## config.mk

```make
export PLATFORM = sky130hd
export DESIGN_NAME = decoder_scan
export DESIGN_NICKNAME = d
export VERILOG_FILES = /design/src/rtl/decoder_pkg.sv /design/src/rtl/onehot_dec.sv /design/src/rtl/decoder_scan.sv
export SDC_FILE = /design/constraint.sdc
export NUM_CORES = 1
export LEC_CHECK = 0
export BUFFER_PORTS_ARGS = -buffer_cell sky130_fd_sc_hd__buf_2
export CORE_ASPECT_RATIO = 1.1
export CORE_MARGIN = 2
export CORE_UTILIZATION = 52
export CTS_CLUSTER_DIAMETER = 200
export CTS_CLUSTER_SIZE = 40
export DETAILED_ROUTE_END_ITERATION = 10
export PLACE_DENSITY = 0.76
export SYNTH_ARGS = -nofsm -noshare
export SYNTH_HDL_FRONTEND = slang
export SYNTH_SLANG_ARGS = --single-unit
```

## constraint.sdc

```tcl
create_clock -name clk -period 2.65 [get_ports clk]
set_input_delay 0.795 -clock clk [delete_from_list [all_inputs] [get_ports clk]]
set_output_delay 0.795 -clock clk [all_outputs]
set_load 0.005 [all_outputs]
```

## src/rtl/decoder_pkg.sv

```systemverilog
// Shared definitions for the decoder family.
//   state_t      : FSM encoding used by decoder_scan (IDLE, DIRECT, SCAN)
//   MODE_DIRECT  : mode input value that decodes sel every cycle
//   MODE_SCAN    : mode input value that auto-sweeps across all lines
package decoder_pkg;

    typedef enum logic [1:0] {
        ST_IDLE   = 2'd0,
        ST_DIRECT = 2'd1,
        ST_SCAN   = 2'd2
    } state_t;

    localparam logic MODE_DIRECT = 1'b0;
    localparam logic MODE_SCAN   = 1'b1;

endpackage

```

## src/rtl/onehot_dec.sv

```systemverilog
// Combinational binary-to-one-hot decoder with enable.
// Ports:
//   en   in  1               0 forces the output to all-zero
//   sel  in  SEL_W           line index
//   line out 2**SEL_W        one-hot of sel when en=1, else zero
module onehot_dec #(
    parameter int SEL_W = 2
) (
    input  logic                  en,
    input  logic [SEL_W-1:0]      sel,
    output logic [2**SEL_W-1:0]   line
);

    always_comb begin
        line = '0;
        if (en) begin
            line[sel] = 1'b1;
        end
    end

endmodule

```

## src/rtl/decoder_scan.sv

```systemverilog
// Registered binary-to-one-hot decoder with DIRECT and SCAN modes.
// DIRECT decodes sel every cycle; SCAN sweeps the active line from 0 to
// N_OUT-1 and back, holding each line for dwell+1 cycles.
// Ports:
//   clk    in  1        rising-edge clock
//   rst_n  in  1        synchronous active-low reset
//   en     in  1        enable; 0 blanks all outputs
//   mode   in  1        MODE_DIRECT / MODE_SCAN
//   sel    in  SEL_W    line index for DIRECT
//   dwell  in  DWELL_W  SCAN hold length minus one
//   d_out  out N_OUT    registered one-hot (zero when blanked)
//   idx    out SEL_W    registered index of the active line
//   active out 1        registered, 1 when d_out is non-zero
//   wrap   out 1        one-cycle pulse when SCAN returns from N_OUT-1 to 0
// The current FSM state is visible on the internal signal state_q.
module decoder_scan
    import decoder_pkg::*;
#(
    parameter int SEL_W   = 2,
    parameter int DWELL_W = 8
) (
    input  logic                  clk,
    input  logic                  rst_n,
    input  logic                  en,
    input  logic                  mode,
    input  logic [SEL_W-1:0]      sel,
    input  logic [DWELL_W-1:0]    dwell,
    output logic [2**SEL_W-1:0]   d_out,
    output logic [SEL_W-1:0]      idx,
    output logic                  active,
    output logic                  wrap
);

    state_t               state_q, state_d;
    logic [DWELL_W-1:0]   cnt_q, cnt_d;
    logic [SEL_W-1:0]     idx_d;
    logic                 line_en;
    logic                 wrap_d;
    logic [2**SEL_W-1:0]  line_d;

    // Next state is a pure function of en/mode; the previous state only
    // matters to tell SCAN entry apart from SCAN steady state.
    always_comb begin
        state_d = ST_IDLE;
        if (en) begin
            state_d = (mode == MODE_SCAN) ? ST_SCAN : ST_DIRECT;
        end
    end

    always_comb begin
        idx_d   = idx;
        cnt_d   = cnt_q;
        line_en = 1'b0;
        wrap_d  = 1'b0;
        case (state_d)
            ST_DIRECT: begin
                idx_d   = sel;
                cnt_d   = '0;
                line_en = 1'b1;
            end
            ST_SCAN: begin
                line_en = 1'b1;
                if (state_q != ST_SCAN) begin
                    // Sweep always restarts at line 0 on entry.
                    idx_d = '0;
                    cnt_d = '0;
                end else if (cnt_q >= dwell) begin
                    // >= rather than == so a dwell lowered below cnt
                    // advances immediately instead of wrapping cnt.
                    cnt_d  = '0;
                    idx_d  = idx + SEL_W'(1);
                    wrap_d = &idx;
                end else begin
                    cnt_d = cnt_q + DWELL_W'(1);
                end
            end
            default: begin
                // IDLE: idx and cnt hold, output blanked.
            end
        endcase
    end

    onehot_dec #(.SEL_W(SEL_W)) u_dec (
        .en   (line_en),
        .sel  (idx_d),
        .line (line_d)
    );

    always_ff @(posedge clk) begin
        if (!rst_n) begin
            state_q <= ST_IDLE;
            cnt_q   <= '0;
            idx     <= '0;
            d_out   <= '0;
            active  <= 1'b0;
            wrap    <= 1'b0;
        end else begin
            state_q <= state_d;
            cnt_q   <= cnt_d;
            idx     <= idx_d;
            d_out   <= line_d;
            active  <= line_en;
            wrap    <= wrap_d;
        end
    end

endmodule

```

; ---- Word-level counts from Yosys, hierarchy flattened
; Index checks and enable logic that the tools add are counted.
[word_totals]
latch_bits = 0
n_memories = 0
mem_bits_ro = 0
inputBits = 14
out_inout_bits = 8
ff_bits = 18
ramBits = 0
[classes]
n_mul = 0
n_shift = 0
eq_ne = 3
muxes = 11
n_div = 0
add_sub_neg = 2
bitwise_logic = 3
reduce_logical = 6
magnitude_cmp = 3
[op_table]
columns = cell, count
row1 = $mux 8, 2
row2 = $pmux 8 s2, 1
row3 = $add 8x1->8 const B, 1
row4 = $ge 8x8->1, 1
row5 = $mux 2, 4
row6 = $pmux 2 s2, 1
row7 = $reduce_and 2->1, 2
row8 = $reduce_or 4->1, 1
row9 = $lt 2x3->1 const B, 1
row10 = $not 1->1, 3
row11 = $add 2x1->2 const B, 1
row12 = $demux 1 s2, 1
row13 = $eq 2x1->1 const B, 1
row14 = $eq 2x2->1 const B, 1
row15 = $ge 2x1->1 const B, 1
row16 = $mux 1, 2
row17 = $ne 2x2->1 const B, 1
row18 = $reduce_bool 2->1, 1
row19 = $reduce_or 2->1, 1
row20 = $logic_and 1x1->1, 1

; ---- Logic depth before layout (Yosys ltp)
[logic_depth]
depth_word = 8
depth_mapped = 8
depth_no_buf = 8

; ---- Hierarchy
; Synthesis repeated with hierarchy kept, for this count alone.
[hier_totals]
cells_unflattened = 130
hier_area_um2 = 1077.3
[modules_own_cells]
columns = module, cells_per_inst, instances, area_per_inst_um2
row1 = decoder_scan, 126, 1, 1039.7
row2 = onehot_dec, 4, 1, 37.5

; ---- Worst setup path after synthesis
; Ideal clock, no wire load.
[synth_path]
path_type = input port to flip-flop
from = input dwell[1]
to = register d_out[1]
path_buffers = 0
t_arrival_ns = 2.317
slack_ns = 0.218
path_stages = 8
required_ns = 2.534
cell_sequence = inv_1 > ha_1 > nor2b_4 > o211a_4 > o311ai_4 > a21oi_2 > a211oi_2 > and3b_1
[synth_via]
elab_chain_cells = 8
elab_cells_between_ends = 9
[synth_lines]
columns = element, line_no
row1 = "start, declared", decoder_scan.sv:27  ; input logic [DWELL_W-1:0] dwell,
row2 = $ge 8x8->1 *, decoder_scan.sv:67  ; end else if (cnt_q >= dwell) begin
row3 = $mux 2 *, decoder_scan.sv:67
row4 = $mux 2 *, decoder_scan.sv:63  ; if (state_q != ST_SCAN) begin
row5 = $pmux 2 s2 *, decoder_scan.sv:55  ; case (state_d)
row6 = $lt 2x3->1 (not written as such) / $ge 2x1->1 (equally long branches), onehot_dec.sv:17  ; line[sel] = 1'b1;
row7 = $logic_and 1x1->1 (not written as such), onehot_dec.sv:17
row8 = $mux 1 (not written as such), onehot_dec.sv:17
row9 = $demux 1 s2 *, --
row10 = "end signal, assigned", decoder_scan.sv:101  ; d_out <= line_d;
row11 = "end, declared", decoder_scan.sv:28  ; output logic [2**SEL_W-1:0] d_out,
; Mark *: on every way between the ends. The rest lies on a longest branch, timed or not.
; A chain may end at the register's enable or synchronous reset.

; ---- Worst setup path after layout
; Ends and elaborated chain as after synthesis.

==> impl.org <==
** Final layout
- Share of final-layout standard cells stronger than drive strength 1 :: 28.9%
- Once layout is done, the placed cells without fillers occupy between 1000 and 1500 sq um.
- Once layout is complete, the utilization of the core stands at between 60 and 70%.
- Sequential Area :: between 300 and 400 sq um
- Area occupied by multi-input gates :: roughly 600 sq um
- Area growth syn-to-layout :: 14.7%
- The layout has roughly 140 filler cells.
- The repair_antennas step left the layout with diodes totalling 0.
- In the final design database the tool counted 153 nets.

** Worst setup path
- Reg2reg start :: cnt_q[1]$_SDFFE_PN0N_
- The critical path starts at dwell[1].
- The worst register-to-register path has a depth of 7.
- STA classifies the critical path startpoint as a primary input.
- Maximum fanout along the worst path :: 5
- The critical path is of the primary input to flip-flop type.
- Capturing element type of the critical path :: flip-flop
- Req. time, crit path :: between 2 and 3 ns
- At the worst endpoint, the arrival time is around 2.5 ns.

** Routing
- Initial detailed-routing violation count :: 11
- For this run, design rule violations remaining after detail routing come to 0.
- Pre-antenna DRT Iters :: 6
- Sum of routed wire length over all layers :: ~1900 um
- Dividing the detail-routed wire length by the instance count gives roughly 13 um.
- Dividing the detail-routed via count by the number of cells gives between 5 and 6.
- The detailed router placed between 800 and 900 vias in this run.
- The detail route stage leaves a number of antenna-violating nets equal to 0.

** Synth
- The synthesized design spends more area on one cell type than any other, namely dfxtp_1.
- Count of flip-flops with a built-in enable after synthesis :: 0
- Ranked by total cell area, the synthesized netlist is headed by dfxtp_1 (36%), ha_1 (12%), nor2_1 (4.1%).
- Cell with the most instances after synthesis :: dfxtp_1
- Main flop type after synthesis :: dfxtp_1
- Fraction of registers with async set/reset :: 0%
- The share of the Yosys chip area taken by registers is 35.6%.
- The cell area that synthesis handed to floorplanning was slightly above 1000 sq um.
- In this run, synthesis produced a sequential element count of 18.
- Number of cells produced by synthesis :: about 110
- The number of nets handed over by synthesis was 130.
- A synthesized cell averages 9.56 sq um.
- Summed over its instances, the top area cell type makes up a little over a third of the synthesized netlist area.
- Most instantiated cells after synthesis :: dfxtp_1 (18), nor2_1 (11), ha_1 (10), inv_1 (10), nand2_1 (9)
- Number of warning messages in the yosys log :: 0
- Counting distinct cell types in the post-synthesis netlist gives 38.

** Pwr
- Internal :: approximately 0.39 mW
- Seq pwr share :: 55.4%
- Per report_power, the clock group accounts for between 30% and 40% of the total.
- In this run, the combinational gates consume between 10% and 20% of the power.
- In this run switching power makes up a little under a quarter of total power.
- The analysis attributes to net switching a power of around 0.12 mW.
- Power comes to ~0.50 mW.
- The analysis attributes to cell leakage a power of around 0.57 nW.
- Power per unit of standard cell area :: 434 nW/um^2
- Largest vdd supply drop :: ~320 uV

** Clock tree
- The tree is rooted in a clkbuf_4.
- CTS HTree Levels :: 1
- Clock-pin slew was measured on the worst setup and hold paths at ~0.10 ns.
- Post-cts resize count :: 0
- Hold buffers post-CTS :: 0
- Clock insertion delay at the later pin of the skew report :: roughly 0.29 ns
- No sink is reached through more buffers than the 2 on the longest clock path.
- Total clock buffers created by CTS :: 3
- Counting every sink on the clock net gives 18.
- Post-CTS Setup Bufs :: 0
- TritonCTS built the clock tree.

** Timing
- Static timing analysis puts the maximum clock frequency at 430 MHz.
- Final worst path period need :: 2.33 ns
- Max-slew violation total from the final report :: 0
- RSZ-0062 raised after global routing :: false
- The final-report hold violation count was 0.
- Transition time at the pin with the least slew margin :: roughly 0.38 ns
- Of the available clock period, the critical path in the final layout requires between 80 and 90%.
- After layout, the worst setup slack is around 0.32 ns.
- After routing, the total negative slack on setup checks comes to 0 ns.
- In this run the tightest slew margin relative to its limit is between 70% and 80%.
- Clock Skews :: approximately 0.0018 ns
- Setup violations remaining at the end of the flow were counted as 0.

** Floorplanning
- In this run the horizontal extent of the chip is approximately 46 um.
- The die is between 50 and 60 um tall.
- The initial utilization of the core area, before any placement, comes to between 50% and 60%.
- For this design the top-level I/O count stands at 22.
- In this run the core area contains 16 standard-cell rows.
- Area enclosed by the die boundary :: 2320 sq um
- The region available for standard cell placement spans between 1500 and 2000 sq um.

** Worst hold path
- The startpoint identified for the worst hold timing path is cnt_q[6]$_SDFFE_PN0N_.
- The worst hold path passes through 2 cells.
- The tightest min-delay check is of the flip-flop to flip-flop type.

** Global route
- The initial antenna violation count was 0.
- Remaining Overflow, GRT :: 0
- Entering global routing, the biggest net connects 16 pins.
- The first global-routing pass estimated approximately 3200 um of wire.
- Overall Global Routing Usage :: 18.9%
- Vias in the first global route :: around 760

** Placement
- After legalization and detailed placement, the total HPWL measured between 1000 and 1500 um.
- Buffers added on ports :: 21
- Post-placement cell area :: 1130 sq um
- At the end of routability-driven placement, the weighted congestion stood at between 0.7 and 0.8.
- Dpl ws :: around 0.0065 ns

** Flow run
- Maximum Capacitance Violations :: 0

** Status
- The flow ran to the end, and the final reports show no timing, DRC or antenna violations.
## stage by stage
stage | hold WS [ns] | instances
2_1_floorplan | 0.475 | 106
3_3_place_gp | 0.504 | 142
3_5_place_dp | 0.511 | 142
4_1_cts | 0.527 | 146
5_1_grt | 0.570 | 146
6_report | 0.523 | 146
## cell type report
| class | instances | area share, % |
|---|---|---|
| multi-input cells | 75 | 51.7 |
| flip-flops and latches | 18 | 31.0 |
| repair buffers | 21 | 9.04 |
| inverters | 10 | 3.23 |
| clock buffers | 4 | 3.12 |
| well taps | 18 | 1.94 |
## power by group through the flow
| stage | combinational (mW) | clock (mW) | sequential (mW) |
|---|---|---|---|
| after floorplan | 0.0342 | 0 | 0.286 |
| after global placement | 0.0536 | 0 | 0.285 |
| after detailed placement | 0.0555 | 0 | 0.286 |
| after CTS | 0.0558 | 0.171 | 0.279 |
| after global routing | 0.0622 | 0.188 | 0.280 |
| final | 0.0555 | 0.169 | 0.279 |
## metal layers
layer | part of all wire, % | GRT usage [%]
met1 | 45 | 23.9
met3 | 4.1 | 3.24
met2 | 51 | 31.3
met5 | 0 | 0
met4 | 0.27 | 6.67
## flip-flops by register name, indices dropped and copies added, names as in the netlist
signal   count
cnt_q        8
d_out        4
idx          2
state_q      2
active       1
wrap         1
## worst max-delay path, cell delays in order
cell and delay [ns]:
buf_2 0.07, inv_1 0.03, ha_1 0.30, nor2b_4 0.14, o211a_4 0.23, o311ai_4 0.33
a21oi_2 0.09, a211oi_2 0.32, and3b_1 0.21
## worst paths after layout
check        slack, ns                    end
max               0.32    d_out[1]$_SDFF_PN0_
min               0.52  cnt_q[6]$_SDFFE_PN0N_
max reg2reg       0.50    d_out[1]$_SDFF_PN0_
min reg2reg       0.52  cnt_q[6]$_SDFFE_PN0N_
## cells in the final DEF (no fill, tap or decap), types with 2 or more instances in the layout
cell      count
clkbuf_4      3
nand2_1       9
xor2_1        3
inv_1        10
o21ai_0       2
nand3_1       5
nand4_1       2
dfxtp_1      18
and3_1        2
a21oi_1       2
ha_1         10
buf_2        21
nor3_1        2
nor2_1       11
mux2i_1       2
nor2b_1       3
## logic make-up after synthesis
| kind of cell | share of synthesized area [%] |
|---|---|
| AND/OR/NAND/NOR | 24.3 |
| flip-flops | 35.6 |
| AO/OA/AOI/OAI | 18.0 |
| buffers and inverters | 5.19 |
| adder cells (fa/ha/maj) | 12.3 |
| XOR/XNOR | 2.59 |
| multiplexers | 1.98 |
(Power assumes the default switching activity.)
